**src/rtl/fifo_modport.sv**
```systemverilog
// Single-clock 32x32 synchronous FIFO with write-side status (level, free count, almost-full, overflow).
// Optional macro FIFO_STICKY_OVF_EN makes overflow/underflow sticky until hw_rst or sw_rst.
module fifo_modport #(
    parameter int DATA_WIDTH = 32,
    parameter int ADDR_WIDTH = 5
) (
    input  logic                  wclk,
    input  logic                  hw_rst,
    input  logic                  mem_rst,
    input  logic                  sw_rst,
    input  logic [DATA_WIDTH-1:0] wdata,
    input  logic                  write_enable,
    input  logic [ADDR_WIDTH-1:0] afull_value,
    input  logic                  read_enable,
    output logic [DATA_WIDTH-1:0] rdata,
    output logic                  wfull,
    output logic                  rempty,
    output logic                  wr_almost_ful,
    output logic                  overflow,
    output logic                  underflow,
    output logic [ADDR_WIDTH:0]   fifo_write_count,
    output logic [ADDR_WIDTH:0]   wr_level
);

    localparam int                DEPTH   = 2 ** ADDR_WIDTH;
    localparam logic [ADDR_WIDTH:0] C_DEPTH = (ADDR_WIDTH + 1)'(DEPTH);

    logic [DATA_WIDTH-1:0] r_mem [DEPTH];
    logic [ADDR_WIDTH-1:0] r_wr_ptr;
    logic [ADDR_WIDTH-1:0] r_rd_ptr;
    logic [ADDR_WIDTH:0]   r_level;
    logic [ADDR_WIDTH:0]   r_free;
    logic [DATA_WIDTH-1:0] r_rdata;
    logic                  r_full;
    logic                  r_empty;
    logic                  r_afull;
    logic                  r_ovf;
    logic                  r_udf;

    logic                  w_wr_acc;
    logic                  w_rd_acc;
    logic                  w_ovf_evt;
    logic                  w_udf_evt;
    logic [ADDR_WIDTH:0]   w_level_nxt;

    // Acceptance is judged on the registered flags, so a full FIFO still takes a read but drops the write.
    assign w_wr_acc  = write_enable & ~r_full & ~sw_rst & ~mem_rst;
    assign w_rd_acc  = read_enable & ~r_empty & ~sw_rst;
    assign w_ovf_evt = write_enable & r_full;
    assign w_udf_evt = read_enable & r_empty;

    always_comb begin
        w_level_nxt = r_level;
        case ({w_wr_acc, w_rd_acc})
            2'b10:   w_level_nxt = r_level + 1'b1;
            2'b01:   w_level_nxt = r_level - 1'b1;
            default: w_level_nxt = r_level;
        endcase
    end

    // NOTE: storage has no async reset; only the synchronous mem_rst clears it, keeping it RAM-mappable.
    always_ff @(posedge wclk) begin
        if (mem_rst) begin
            for (int i = 0; i < DEPTH; i++) begin
                r_mem[i] <= '0;
            end
        end else if (w_wr_acc) begin
            r_mem[r_wr_ptr] <= wdata;
        end
    end

    // NOTE: all state uses non-blocking assignments so every flag sees pre-edge values of its peers.
    always_ff @(posedge wclk or posedge hw_rst) begin
        if (hw_rst) begin
            r_wr_ptr <= '0;
            r_rd_ptr <= '0;
            r_level  <= '0;
            r_free   <= C_DEPTH;
            r_rdata  <= '0;
            r_full   <= 1'b0;
            r_empty  <= 1'b1;
            r_afull  <= 1'b0;
            r_ovf    <= 1'b0;
            r_udf    <= 1'b0;
        end else if (sw_rst) begin
            r_wr_ptr <= '0;
            r_rd_ptr <= '0;
            r_level  <= '0;
            r_free   <= C_DEPTH;
            r_rdata  <= '0;
            r_full   <= 1'b0;
            r_empty  <= 1'b1;
            r_afull  <= 1'b0;
            r_ovf    <= 1'b0;
            r_udf    <= 1'b0;
        end else begin
            if (w_wr_acc) begin
                r_wr_ptr <= r_wr_ptr + 1'b1;
            end
            if (w_rd_acc) begin
                r_rd_ptr <= r_rd_ptr + 1'b1;
                r_rdata  <= r_mem[r_rd_ptr];
            end
            r_level <= w_level_nxt;
            r_free  <= C_DEPTH - w_level_nxt;
            r_full  <= (w_level_nxt == C_DEPTH);
            r_empty <= (w_level_nxt == '0);
            r_afull <= (afull_value != '0) && (w_level_nxt >= {1'b0, afull_value});
`ifdef FIFO_STICKY_OVF_EN
            r_ovf   <= r_ovf | w_ovf_evt;
            r_udf   <= r_udf | w_udf_evt;
`else
            r_ovf   <= w_ovf_evt;
            r_udf   <= w_udf_evt;
`endif
        end
    end

    assign rdata            = r_rdata;
    assign wfull            = r_full;
    assign rempty           = r_empty;
    assign wr_almost_ful    = r_afull;
    assign overflow         = r_ovf;
    assign underflow        = r_udf;
    assign fifo_write_count = r_free;
    assign wr_level         = r_level;

endmodule

```
**config.mk**
```make
export PLATFORM = sky130hd
export DESIGN_NAME = fifo_modport
export DESIGN_NICKNAME = d
export VERILOG_FILES = /design/src/rtl/fifo_modport.sv
export SDC_FILE = /design/constraint.sdc
export NUM_CORES = 2
export LEC_CHECK = 0
export ABC_CLOCK_PERIOD_IN_PS = 11000
export CORE_AREA = 2 2 277 306
export DETAILED_ROUTE_END_ITERATION = 10
export DIE_AREA = 0 0 279 308
export PLACE_DENSITY = 0.74
export SYNTH_ARGS = -nofsm -noshare
export SYNTH_HDL_FRONTEND = slang
export SYNTH_SLANG_ARGS = --single-unit
```
**constraint.sdc**
```tcl
create_clock -name wclk -period 11 [get_ports wclk]
set_input_delay 3.3 -clock wclk [delete_from_list [all_inputs] [get_ports wclk]]
set_output_delay 3.3 -clock wclk [all_outputs]
set_load 0.03 [all_outputs]
```
==> flow_metrics.env <==
export IMPL_status="finished, final reports clean"
export IMPL_yosysTopAreaCellShare_pct=62.3
export IMPL_swShare_pct=22.5
export IMPL_cts_tree="built"
export IMPL_max_cap_viol_count=0
export IMPL_grt_pass1_vias=27303
export IMPL_syn_nets=3155
export IMPL_antenna_found_initial=1
export IMPL_drive_gt1_share_pct=19.9
export IMPL_holdWs_ns=0.523
export IMPL_portBuffers=91
export IMPL_maxClockFrequency_ghz=0.132
export IMPL_critPathArrivalTime_ns=8.13
export IMPL_drt_antenna_violating_nets=0
export IMPL_routed_wirelength_um=119000
export IMPL_pwr_share_seq_pct=52.3
export IMPL_root_buffer="clkbuf_16"
export IMPL_timing_rr_end="rdata[19]"
export IMPL_hold_viol=0
export IMPL_synth_seq_cells=1082
export IMPL_grt_use_total_pct=28.1
export IMPL_via_per_inst=6.26
export IMPL_fin_skew_ns=0.0356
export IMPL_worstSetupEndpointType="flop"
export IMPL_fin_nets=3128
export IMPL_cts_num_sinks=1082
export IMPL_yosys_area_share_simple_pct=15.0
export IMPL_die_w_um=279
export IMPL_synth_xor_area_share_pct=0.299
export IMPL_synth_edff_count=1024
export IMPL_postCtsHoldBufs=0
export IMPL_dieArea_um2=85900
export IMPL_fp_dieH_um=308
export IMPL_dr_pass1_iters=5
export IMPL_ys_types=55
export IMPL_dr_total_vias=26538
export IMPL_drtIter0Drc=2940
export IMPL_initial_core_util_pct=59.5
export IMPL_path_clk_slew_ns=0.06
export IMPL_total_leakage_power_uw=0.0196
export IMPL_power_switching_uw=2030
export IMPL_ios=92
export IMPL_ctsLongestPathBuffers=3
export IMPL_placedCellCount=4034
export IMPL_setup_viol_count_final=0
export IMPL_synthTopCellsByArea="edfxtp_1 (62%), and2_1 (13%), mux4_2 (12%), dfrtp_1 (2.8%), clkbuf_1 (1.7%)"
export IMPL_power_frac_comb_pct=7.2
export IMPL_async_flop_share_pct=5.36
export IMPL_grt_pass1_wl_um=176000
export IMPL_min_path_type="reg -> reg"
export IMPL_avgSynthCellArea_um2=15.9
export IMPL_synthMuxAreaShare_pct=14.9
export IMPL_h_tree_depth=3
export IMPL_min_delay_start="rdata[3]"
export IMPL_core_area_um2=82900
export IMPL_synthToLayoutAreaGrowth_pct=10.1
export IMPL_fp_row_count=111
export IMPL_cp_required_ns=11.53
export IMPL_ys_flop_type="edfxtp_1"
export IMPL_p_total_uw=9000
export IMPL_finalCriticalPeriod_ns=7.59
export IMPL_yosys_warnings=0
export IMPL_powerDensity_nw_per_um2=166
export IMPL_grt_overflow=0
export IMPL_synth_adder_area_share_pct=0.355
export IMPL_rrSetupSlack_ns=6.76
export IMPL_synth_top_family_by_area="simple AND/OR/NAND/NOR gates"
export IMPL_syn_inst=3098
export IMPL_place_congestion=0.859
export IMPL_slew_headroom_pct=7.52
export IMPL_cts_inserted_buffers=108
export IMPL_worst_pin_slew_ns=1.38
export IMPL_whs_path_depth=2
export IMPL_synthesis_area_um2=49300
export IMPL_worstReg2RegStart="r_rd_ptr[0]"
export IMPL_setup_tns_ns=0
export IMPL_grt_setup_unrepaired="false"
export IMPL_grt_max_degree=102
export IMPL_wl_per_cell_um=28.0
export IMPL_synth_top_area_cell="edfxtp_1"
export IMPL_ctsResizeCount=0
export IMPL_route_detailed_drc=0
export IMPL_clockPowerShare_pct=40.5
export IMPL_ff2ff_path_depth=6
export IMPL_yosysSeqAreaShare_pct=65.3
export IMPL_synth_common_cells="and2_1 (1024), edfxtp_1 (1024), mux4_2 (266)"
export IMPL_hold_end="rdata[3]"
export IMPL_fin_cells=4238
export IMPL_vdd_drop_max_v=0.000122
export IMPL_dp_hpwl_um=69900
export IMPL_start_kind="input pin"
export IMPL_synth_compound_area_share_pct=1.25
export IMPL_crit_type="in -> reg"
export IMPL_cts_setup_buffers=0
export IMPL_slew_viol_final=0
export IMPL_fin_crit_sh_pct=69.0
export IMPL_p_int_uw=6980
export IMPL_clkLatencyLatePin_ns=0.70
export IMPL_critPathMaxFanout=33
area by class of cell:
class	count	area, um^2
diodes	1	2.50
fillers	5539	28600
clock inverters	50	528
flip-flops and latches	1082	32200
multi-input cells	1702	15800
well taps	1073	1340
inverters	15	56.3
repair buffers	162	1460
clock buffers	153	2980
layer usage:
layer  global-route usage [%]  vias up  routed length [um]
met2                     47.1     1166               59700
met4                     7.70        0                2830
li1                         -    11275                   -
met5                        0        -                   0
met3                     4.81      202                9260
met1                     38.5    13895               46900
power by group through the flow:
stage | registers [uW] | logic (uW) | clock network, uW
detailed placement | 4790 | 654 | 0
floorplan | 4770 | 436 | 0
finish | 4700 | 652 | 3650
global placement | 4780 | 645 | 0
global route | 4720 | 687 | 3830
CTS | 4710 | 657 | 3670
sequential cells by signal, summed over array words and instances (netlist names):
signal	count
r_wr_ptr	5
r_rd_ptr	5
r_mem	1024
wfull	1
fifo_write_count	6
rempty	1
underflow	1
wr_almost_ful	1
rdata	32
overflow	1
wr_level	5
worst max-delay path by stage:
stage,from,to,cells past startpoint
finish,mem_rst,wr_almost_ful,16
detailed placement,mem_rst,wr_almost_ful,16
CTS,mem_rst,wr_almost_ful,16
global route,mem_rst,wr_almost_ful,16
global placement,mem_rst,wr_almost_ful,16
floorplan,sw_rst,wr_almost_ful,18
logic make-up after synthesis:
group,count (synthesis)
buffers and inverters,314
and+or+nand+nor,1227
DFF,1082
adders and majority gates,14
AOI/OAI and AO/OA,89
xor gates and xnor gates,16
muxes,356
placed cells by master, fill, tap and decap left out, drive strengths merged, types with 2 or more instances in the layout:
cell	synthesis	layout
inv	15	18
a21oi	7	7
buf	69	71
nor4	2	2
o21ai	3	3
clkinv	0	39
nand3	5	5
mux4	288	288
o31ai	33	33
nand3b	5	5
clkbuf	230	153
dfstp	2	2
bufinv	0	7
dfrtp	56	56
edfxtp	1024	1024
mux2i	4	4
nand2	46	46
ha	14	14
a21o	3	3
xnor2	8	8
mux2	64	64
o22ai	32	32
clkdlybuf4s50	0	91
nor2	72	72
xor2	8	8
or2	34	34
or3b	2	2
and2	1024	1024
nand4	3	3
nor2b	22	22
nand2b	4	4
or3	2	2
worst max-delay path, stage by stage:
cell and delay, ns:
clkdlybuf4s50_1 1.01, nor3b_1 0.57, nor2b_1 0.54, inv_1 0.15
ha_1 0.40, xor2_1 0.23, ha_1 0.24, a21oi_1 0.16
mux2i_1 0.24, xor2_1 0.35, inv_1 0.08, ha_1 0.29
a21o_1 0.16, a21o_1 0.18, a21oi_1 0.12, a21boi_0 0.10
metrics by stage:
step | instance area, um^2 | util, % | worst slack [ns]
finish | 54300 | 65.5 | 3.41
CTS | 54300 | 65.5 | 3.60
global route | 54300 | 65.5 | 3.09
global placement | 50800 | 61.3 | 3.00
floorplan | 49300 | - | 4.41
detailed placement | 50800 | 61.3 | 2.90
(Power assumes the default switching activity.)
